## config.mk

```make
export PLATFORM = sky130hd
export DESIGN_NAME = program_sequencer_flat
export DESIGN_NICKNAME = d
export VERILOG_FILES = /design/src/rtl/program_sequencer_pkg.sv /design/src/rtl/program_sequencer_if.sv /design/src/rtl/program_sequencer_cycle_watchdog.sv /design/src/rtl/program_sequencer.sv /design/src/flat_wrapper.sv
export SDC_FILE = /design/constraint.sdc
export NUM_CORES = 1
export LEC_CHECK = 0
export ABC_AREA = 1
export CELL_PAD_IN_SITES_DETAIL_PLACEMENT = 1
export CELL_PAD_IN_SITES_GLOBAL_PLACEMENT = 1
export CORE_MARGIN = 2
export CORE_UTILIZATION = 35
export DETAILED_ROUTE_END_ITERATION = 6
export PLACE_DENSITY_LB_ADDON = 0.12
export RECOVER_POWER = 25
export SLEW_MARGIN = 20
export SYNTH_ARGS = -nofsm -noshare
export SYNTH_HDL_FRONTEND = slang
export SYNTH_SLANG_ARGS = --single-unit
```

## constraint.sdc

```tcl
create_clock -name clk -period 1.7 [get_ports clk]
set_input_delay 0.34 -clock clk [delete_from_list [all_inputs] [get_ports clk]]
set_output_delay 0.34 -clock clk [all_outputs]
set_load 0.05 [all_outputs]
```

## src/rtl/program_sequencer_pkg.sv

```systemverilog
// Shared types and constants for the program sequencer: FSM states, halt opcode
// and the per-program base address table.
package program_sequencer_pkg;

   typedef enum logic [1:0] {
      IDLE  = 2'd0,
      ARMED = 2'd1,
      RUN   = 2'd2,
      DONE  = 2'd3
   } state_e;

   localparam logic [8:0] HALT_INSTR = 9'b010000000;

   localparam int unsigned NUM_BASES = 3;
   localparam int unsigned PROG_BASE [NUM_BASES] = '{0, 256, 512};

   // Programs beyond the table fall back to address 0.
   function automatic int unsigned prog_base(input int unsigned idx);
      case (idx)
         0:       return PROG_BASE[0];
         1:       return PROG_BASE[1];
         2:       return PROG_BASE[2];
         default: return 0;
      endcase
   endfunction

endpackage

```

## src/rtl/program_sequencer_if.sv

```systemverilog
// Host/core-facing signal bundle of the program sequencer.
interface program_sequencer_if #(
   parameter int unsigned PC_W    = 10,
   parameter int unsigned INSTR_W = 9,
   parameter int unsigned IDX_W   = 2
);
   logic               start;
   logic [INSTR_W-1:0] instr;
   logic               branch_taken;
   logic [PC_W-1:0]    branch_target;
   logic [PC_W-1:0]    pc;
   logic               core_en;
   logic [IDX_W-1:0]   prog_idx;
   logic               done;
   logic               timeout;

   modport master (
      output start, instr, branch_taken, branch_target,
      input  pc, core_en, prog_idx, done, timeout
   );

   modport slave (
      input  start, instr, branch_taken, branch_target,
      output pc, core_en, prog_idx, done, timeout
   );
endinterface

```

## src/rtl/program_sequencer_cycle_watchdog.sv

```systemverilog
// Per-program RUN-cycle counter; expired flags the last permitted cycle.
module cycle_watchdog #(
   parameter int unsigned MAX_CYCLES = 4096
) (
   input  logic clk,
   input  logic reset,
   input  logic clear_i,
   input  logic enable_i,
   output logic expired_o
);
   localparam int unsigned CNT_W = (MAX_CYCLES > 1) ? $clog2(MAX_CYCLES) : 1;

   logic [CNT_W-1:0] cnt_q, cnt_d;

   assign expired_o = (cnt_q == CNT_W'(MAX_CYCLES - 1));

   // Saturate at the limit so the count never wraps back into range.
   always_comb begin
      cnt_d = cnt_q;
      if (clear_i)
         cnt_d = '0;
      else if (enable_i && !expired_o)
         cnt_d = cnt_q + CNT_W'(1);
   end

   always_ff @(posedge clk) begin
      if (!reset) cnt_q <= '0;
      else        cnt_q <= cnt_d;
   end
endmodule

```

## src/rtl/program_sequencer.sv

```systemverilog
// Launches programs in turn from a base address table, steps the fetch address
// until halt or watchdog expiry, and reports completion to the host.
module program_sequencer
   import program_sequencer_pkg::*;
#(
   parameter int unsigned NUM_PROGS  = 3,
   parameter int unsigned PC_W       = 10,
   parameter int unsigned INSTR_W    = 9,
   parameter int unsigned MAX_CYCLES = 4096
) (
   input logic                clk,
   input logic                reset,
   program_sequencer_if.slave bus
);
   localparam int unsigned IDX_W = (NUM_PROGS > 1) ? $clog2(NUM_PROGS) : 1;
   localparam logic [INSTR_W-1:0] HALT = INSTR_W'(HALT_INSTR);

   state_e           state_q, state_d;
   logic [PC_W-1:0]  pc_q, pc_d;
   logic [IDX_W-1:0] idx_q, idx_d, idx_next;
   logic             done_q, done_d;
   logic             timeout_q, timeout_d;
   logic             is_halt;
   logic             wd_clear, wd_en, wd_expired;

   assign is_halt  = (bus.instr == HALT);
   assign idx_next = (idx_q == IDX_W'(NUM_PROGS - 1)) ? '0 : idx_q + IDX_W'(1);
   assign wd_en    = (state_q == RUN);

   cycle_watchdog #(.MAX_CYCLES(MAX_CYCLES)) u_watchdog (
      .clk       (clk),
      .reset     (reset),
      .clear_i   (wd_clear),
      .enable_i  (wd_en),
      .expired_o (wd_expired)
   );

   // Next-state logic; halt is tested before the watchdog so it wins a tie.
   always_comb begin
      state_d   = state_q;
      pc_d      = pc_q;
      idx_d     = idx_q;
      done_d    = done_q;
      timeout_d = timeout_q;
      wd_clear  = 1'b0;
      case (state_q)
         IDLE, DONE: begin
            if (bus.start) begin
               state_d   = ARMED;
               done_d    = 1'b0;
               timeout_d = 1'b0;
            end
         end
         ARMED: begin
            if (!bus.start) begin
               state_d  = RUN;
               pc_d     = PC_W'(prog_base(32'(idx_q)));
               wd_clear = 1'b1;
            end
         end
         RUN: begin
            if (is_halt) begin
               state_d = DONE;
               done_d  = 1'b1;
               idx_d   = idx_next;
            end else if (wd_expired) begin
               state_d   = DONE;
               done_d    = 1'b1;
               timeout_d = 1'b1;
               idx_d     = idx_next;
            end else if (bus.branch_taken) begin
               pc_d = bus.branch_target;
            end else begin
               pc_d = pc_q + PC_W'(1);
            end
         end
         default: state_d = IDLE;
      endcase
   end

   always_ff @(posedge clk) begin
      if (!reset) begin
         state_q   <= IDLE;
         pc_q      <= '0;
         idx_q     <= '0;
         done_q    <= 1'b0;
         timeout_q <= 1'b0;
      end else begin
         state_q   <= state_d;
         pc_q      <= pc_d;
         idx_q     <= idx_d;
         done_q    <= done_d;
         timeout_q <= timeout_d;
      end
   end

   // core_en follows the fetched instruction directly so a halt never writes.
   assign bus.core_en  = (state_q == RUN) && !is_halt;
   assign bus.pc       = pc_q;
   assign bus.prog_idx = idx_q;
   assign bus.done     = done_q;
   assign bus.timeout  = timeout_q;
endmodule
```

## src/flat_wrapper.sv

```systemverilog
// flat-port wrapper written by rule: the top's interface ports become plain ports
module program_sequencer_flat import program_sequencer_pkg::*;
#(
   parameter int unsigned NUM_PROGS  = 3,
   parameter int unsigned PC_W       = 10,
   parameter int unsigned INSTR_W    = 9,
   parameter int unsigned MAX_CYCLES = 4096
)
  (clk, reset, bus_start, bus_instr, bus_branch_taken, bus_branch_target, bus_pc, bus_core_en, bus_prog_idx, bus_done, bus_timeout);
  program_sequencer_if #(.PC_W(PC_W), .INSTR_W(INSTR_W)) bus_i ();
  input logic clk;
  input logic reset;
  input wire logic [$bits(bus_i.start)-1:0] bus_start;
  input wire logic [$bits(bus_i.instr)-1:0] bus_instr;
  input wire logic [$bits(bus_i.branch_taken)-1:0] bus_branch_taken;
  input wire logic [$bits(bus_i.branch_target)-1:0] bus_branch_target;
  output wire logic [$bits(bus_i.pc)-1:0] bus_pc;
  output wire logic [$bits(bus_i.core_en)-1:0] bus_core_en;
  output wire logic [$bits(bus_i.prog_idx)-1:0] bus_prog_idx;
  output wire logic [$bits(bus_i.done)-1:0] bus_done;
  output wire logic [$bits(bus_i.timeout)-1:0] bus_timeout;
  assign bus_i.start = bus_start;
  assign bus_i.instr = bus_instr;
  assign bus_i.branch_taken = bus_branch_taken;
  assign bus_i.branch_target = bus_branch_target;
  assign bus_pc = bus_i.pc;
  assign bus_core_en = bus_i.core_en;
  assign bus_prog_idx = bus_i.prog_idx;
  assign bus_done = bus_i.done;
  assign bus_timeout = bus_i.timeout;
  program_sequencer #(.NUM_PROGS(NUM_PROGS), .PC_W(PC_W), .INSTR_W(INSTR_W), .MAX_CYCLES(MAX_CYCLES)) u_core (.clk(clk), .reset(reset), .bus(bus_i));
endmodule
```

==> summary.md <==
| Metric | Value |
|---|---|
| Yosys cell types | 29 |
| Reg2Reg Capture Point | u_core.bus.pc[5]$_SDFFE_PN0P_ |
| DRT antenna net count | 0 |
| Area of the core | 5107 um2 |
| Gpl congestion | 0.7914 |
| Cells after Synth | 287 |
| Synthesis Warnings | 0 |
| CTS clk-pin slew, worst paths | 0.10 ns |
| Post-DP HPWL | 4150 um |
| Number of global-route vias before repair | 1996 |
| Inserted Diodes | 0 |
| Max_cap viols | 0 |
| Seq/Total Area, Yosys | 0.3023 |
| CTS Sinks | 28 |
| Commonest non-fill, non-tap cell in the layout | nand2_1 |
| Tmin final | 1.674 ns |
| H-tree Lvls | 1 |
| Crit-path max FO | 3 |
| Actual slew at the worst max-slew pin | 0.6130 ns |
| VDD IR-drop max | 0.5527 mV |
| Synthesized area per cell | 6.461 um2 |
| Critical path type | input port to output pin |
| Cell Area, Synth | 1854 um2 |
| Io pins | 38 |
| Worst path slowest cell | clkdlybuf4s50_1 |
| Slowest stage delay, CP | 0.39 ns |
| Hold crit path type | flip-flop to flip-flop |
| Worst R2R Path Depth | 9 |
| # setup viols final | 0 |
| Die Wd | 76.79 um |
| Area Overhead vs Synth | 35.83% |
| Slew Limit Fails | 0 |
| Critical Path RT | 1.36 ns |
| Die Y | 76.79 um |
| Fin crit share | 0.9846 |
| R2r setup slk | 0.11 ns |
| Initial Util | 0.3631 |
| Leakage | 1.074 nW |
| GRT overflow | 0 |
| Most frequent cells in the layout | nand2_1 (75), nor2_1 (47), inv_1 (29), buf_4 (29), dfxtp_1 (25) |
| Via count | 2026 |
| Longest Clk Path Bufs | 2 |
| Total wire length | 5445 um |
| Largest net degree at the start of global routing | 16 |
| Synthesized flop and latch total | 28 |
| # DRC | 0 |
| Clock root buffer | clkbuf_8 |
| First-pass GRT wire length | 8942 um |
| Share of layout cells above drive strength 1 | 0.2149 |
| Initial drt markers | 37 |
| Drt first pass iters | 4 |
| R2r startpoint | u_core.state_q[1]$_SDFFE_PN0P_ |
| Fin Setup TNS | 0 ns |
| Fin Hold WS | 0.4770 ns |
| Fmax | 597.4 MHz |
| Total Routing Usage GR | 0.1849 |
| WL/cell | 13.00 um |
| Port Buf Inserts | 37 |
| Buffers & Inverters on Critical Path | 3 |
| Worst setup path endpoint | bus_core_en |
| Endpoint class of the critical path | output pin |
| Die area | 5896 um2 |
| Total CTS buffers | 3 |
| Levels on crit path | 5 |
| RSZ-0062 raised after global routing | true |
| Synthesized net count | 315 |
| Cell row count | 26 |
| Crit path arrival time | 1.33 ns |
| Crit path launch type | input port |
| Pwr Total | 3.079 mW |
| CTS tree | built |
| Final-report hold violation count | 0 |
| Nets | 378 |
| Worst clock skew | 0.002402 ns |
| Initial antenna violation count | 0 |
| PwrDens | 1222 nW/um2 |
| CP top delay family | buffers and inverters |
| Clock Latency Late Sink | 0.28 ns |
| CP startpoint | bus_instr[7] |
| Status | finished clean |
| Drt via density | 4.835 |
| Crit-path cells | clkdlybuf4s50_1 > nor3b_2 > buf_4 > a21oi_2 > buf_6 |
| Max transition margin | 0.5931 |
kinds of logic after synthesis:
kind of cell,share of synthesized area
and+or+nand+nor,0.4393
buffers and inverters,0.09379
AOI/OAI and AO/OA,0.1120
DFF,0.3023
adders and majority gates,0.03374
xor gates and xnor gates,0.01889
per-stage QoR:
| step | instance area [um2] | cells | worst slack, ns | utilization |
|---|---|---|---|---|
| floorplan | 1861 | 287 | -0.02444 | - |
| global placement | 2402 | 407 | -0.09814 | 0.4704 |
| detailed placement | 2402 | 407 | -0.1307 | 0.4704 |
| CTS | 2481 | 412 | 0.001272 | 0.4858 |
| global route | 2519 | 419 | -0.02439 | 0.4931 |
| finish | 2519 | 419 | 0.02612 | 0.4931 |
timing repair:
action / 4_1_cts / 5_1_grt
buffers inserted: 1 / 6
gates cloned: 0 / 1
pin swaps: 1 / 0
hold buffers: 0 / 0
setup endpoints to repair: 1 / 18
gates resized for setup: 3 / 6
metal layers:
layer / track usage / part of all wire / up-vias
li1: - / - / 1039
met1: 0.2301 / 0.48 / 954
met2: 0.3272 / 0.49 / 29
met3: 0.03176 / 0.026 / 4
met4: 0.04909 / 0.0077 / 0
met5: 0 / 0 / -
how the worst min path moves through the flow:
stage / startpoint / to / slack, ns / cells past startpoint
floorplan: u_core.state_q[1]$_SDFFE_PN0P_ / u_core.state_q[1]$_SDFFE_PN0P_ / 0.46 / 2
global placement: u_core.bus.done$_SDFFE_PN0P_ / u_core.bus.done$_SDFFE_PN0P_ / 0.45 / 2
detailed placement: u_core.bus.done$_SDFFE_PN0P_ / u_core.bus.done$_SDFFE_PN0P_ / 0.47 / 2
CTS: u_core.bus.done$_SDFFE_PN0P_ / u_core.bus.done$_SDFFE_PN0P_ / 0.48 / 2
global route: u_core.bus.done$_SDFFE_PN0P_ / u_core.bus.done$_SDFFE_PN0P_ / 0.51 / 2
finish: u_core.bus.done$_SDFFE_PN0P_ / u_core.bus.done$_SDFFE_PN0P_ / 0.48 / 2
tightest hold or removal path, cell delays in order (launching register included):
cell	delay [ns]
dfxtp_1	0.33
nand2_1	0.06
a21oi_1	0.05
layout make-up:
class,instances,area [um2]
multi-input combinational,220,1164
fill,706,2589
tap,70,87.58
sequential,28,564.3
timing repair buffer,63,520.5
inverter,34,127.6
clock buffer,4,55.05
cell usage after synthesis:
master / instances / share of area
nand4_1: 6 / 0.020
nand3_1: 20 / 0.054
nor3b_1: 1 / 0.0041
nor3_2: 2 / 0.011
buf_8: 1 / 0.0081
dfxtp_1: 28 / 0.30
a21oi_1: 17 / 0.046
inv_2: 4 / 0.0081
o21ai_1: 2 / 0.0054
buf_6: 1 / 0.0061
buf_2: 4 / 0.011
nor2_4: 2 / 0.012
or2_1: 1 / 0.0034
a31oi_1: 1 / 0.0034
nand3b_1: 3 / 0.012
nand2_2: 6 / 0.020
nor3_4: 1 / 0.0088
nor2_1: 47 / 0.095
inv_1: 30 / 0.061
nand2_1: 76 / 0.15
nor3_1: 3 / 0.0081
nand3_2: 2 / 0.011
ha_1: 5 / 0.034
nor2_2: 2 / 0.0067
xor2_1: 4 / 0.019
a21oi_2: 4 / 0.019
nand3_4: 2 / 0.019
a21oi_4: 1 / 0.0088
o21ai_0: 11 / 0.030
power by group:
group / internal [mW] / total, mW / switching [mW]
registers: 0.787 / 0.931 / 0.145
clock network: 0.208 / 0.434 / 0.226
logic: 0.631 / 1.71 / 1.08
registers in the layout, indices dropped and copies added, names as in the netlist:
register / cells
u_core.state_q: 2
u_core.bus.pc: 10
u_core.u_watchdog.cnt_q: 12
u_core.bus.prog_idx: 2
u_core.bus.timeout: 1
u_core.bus.done: 1
(Power assumes the default switching activity.)
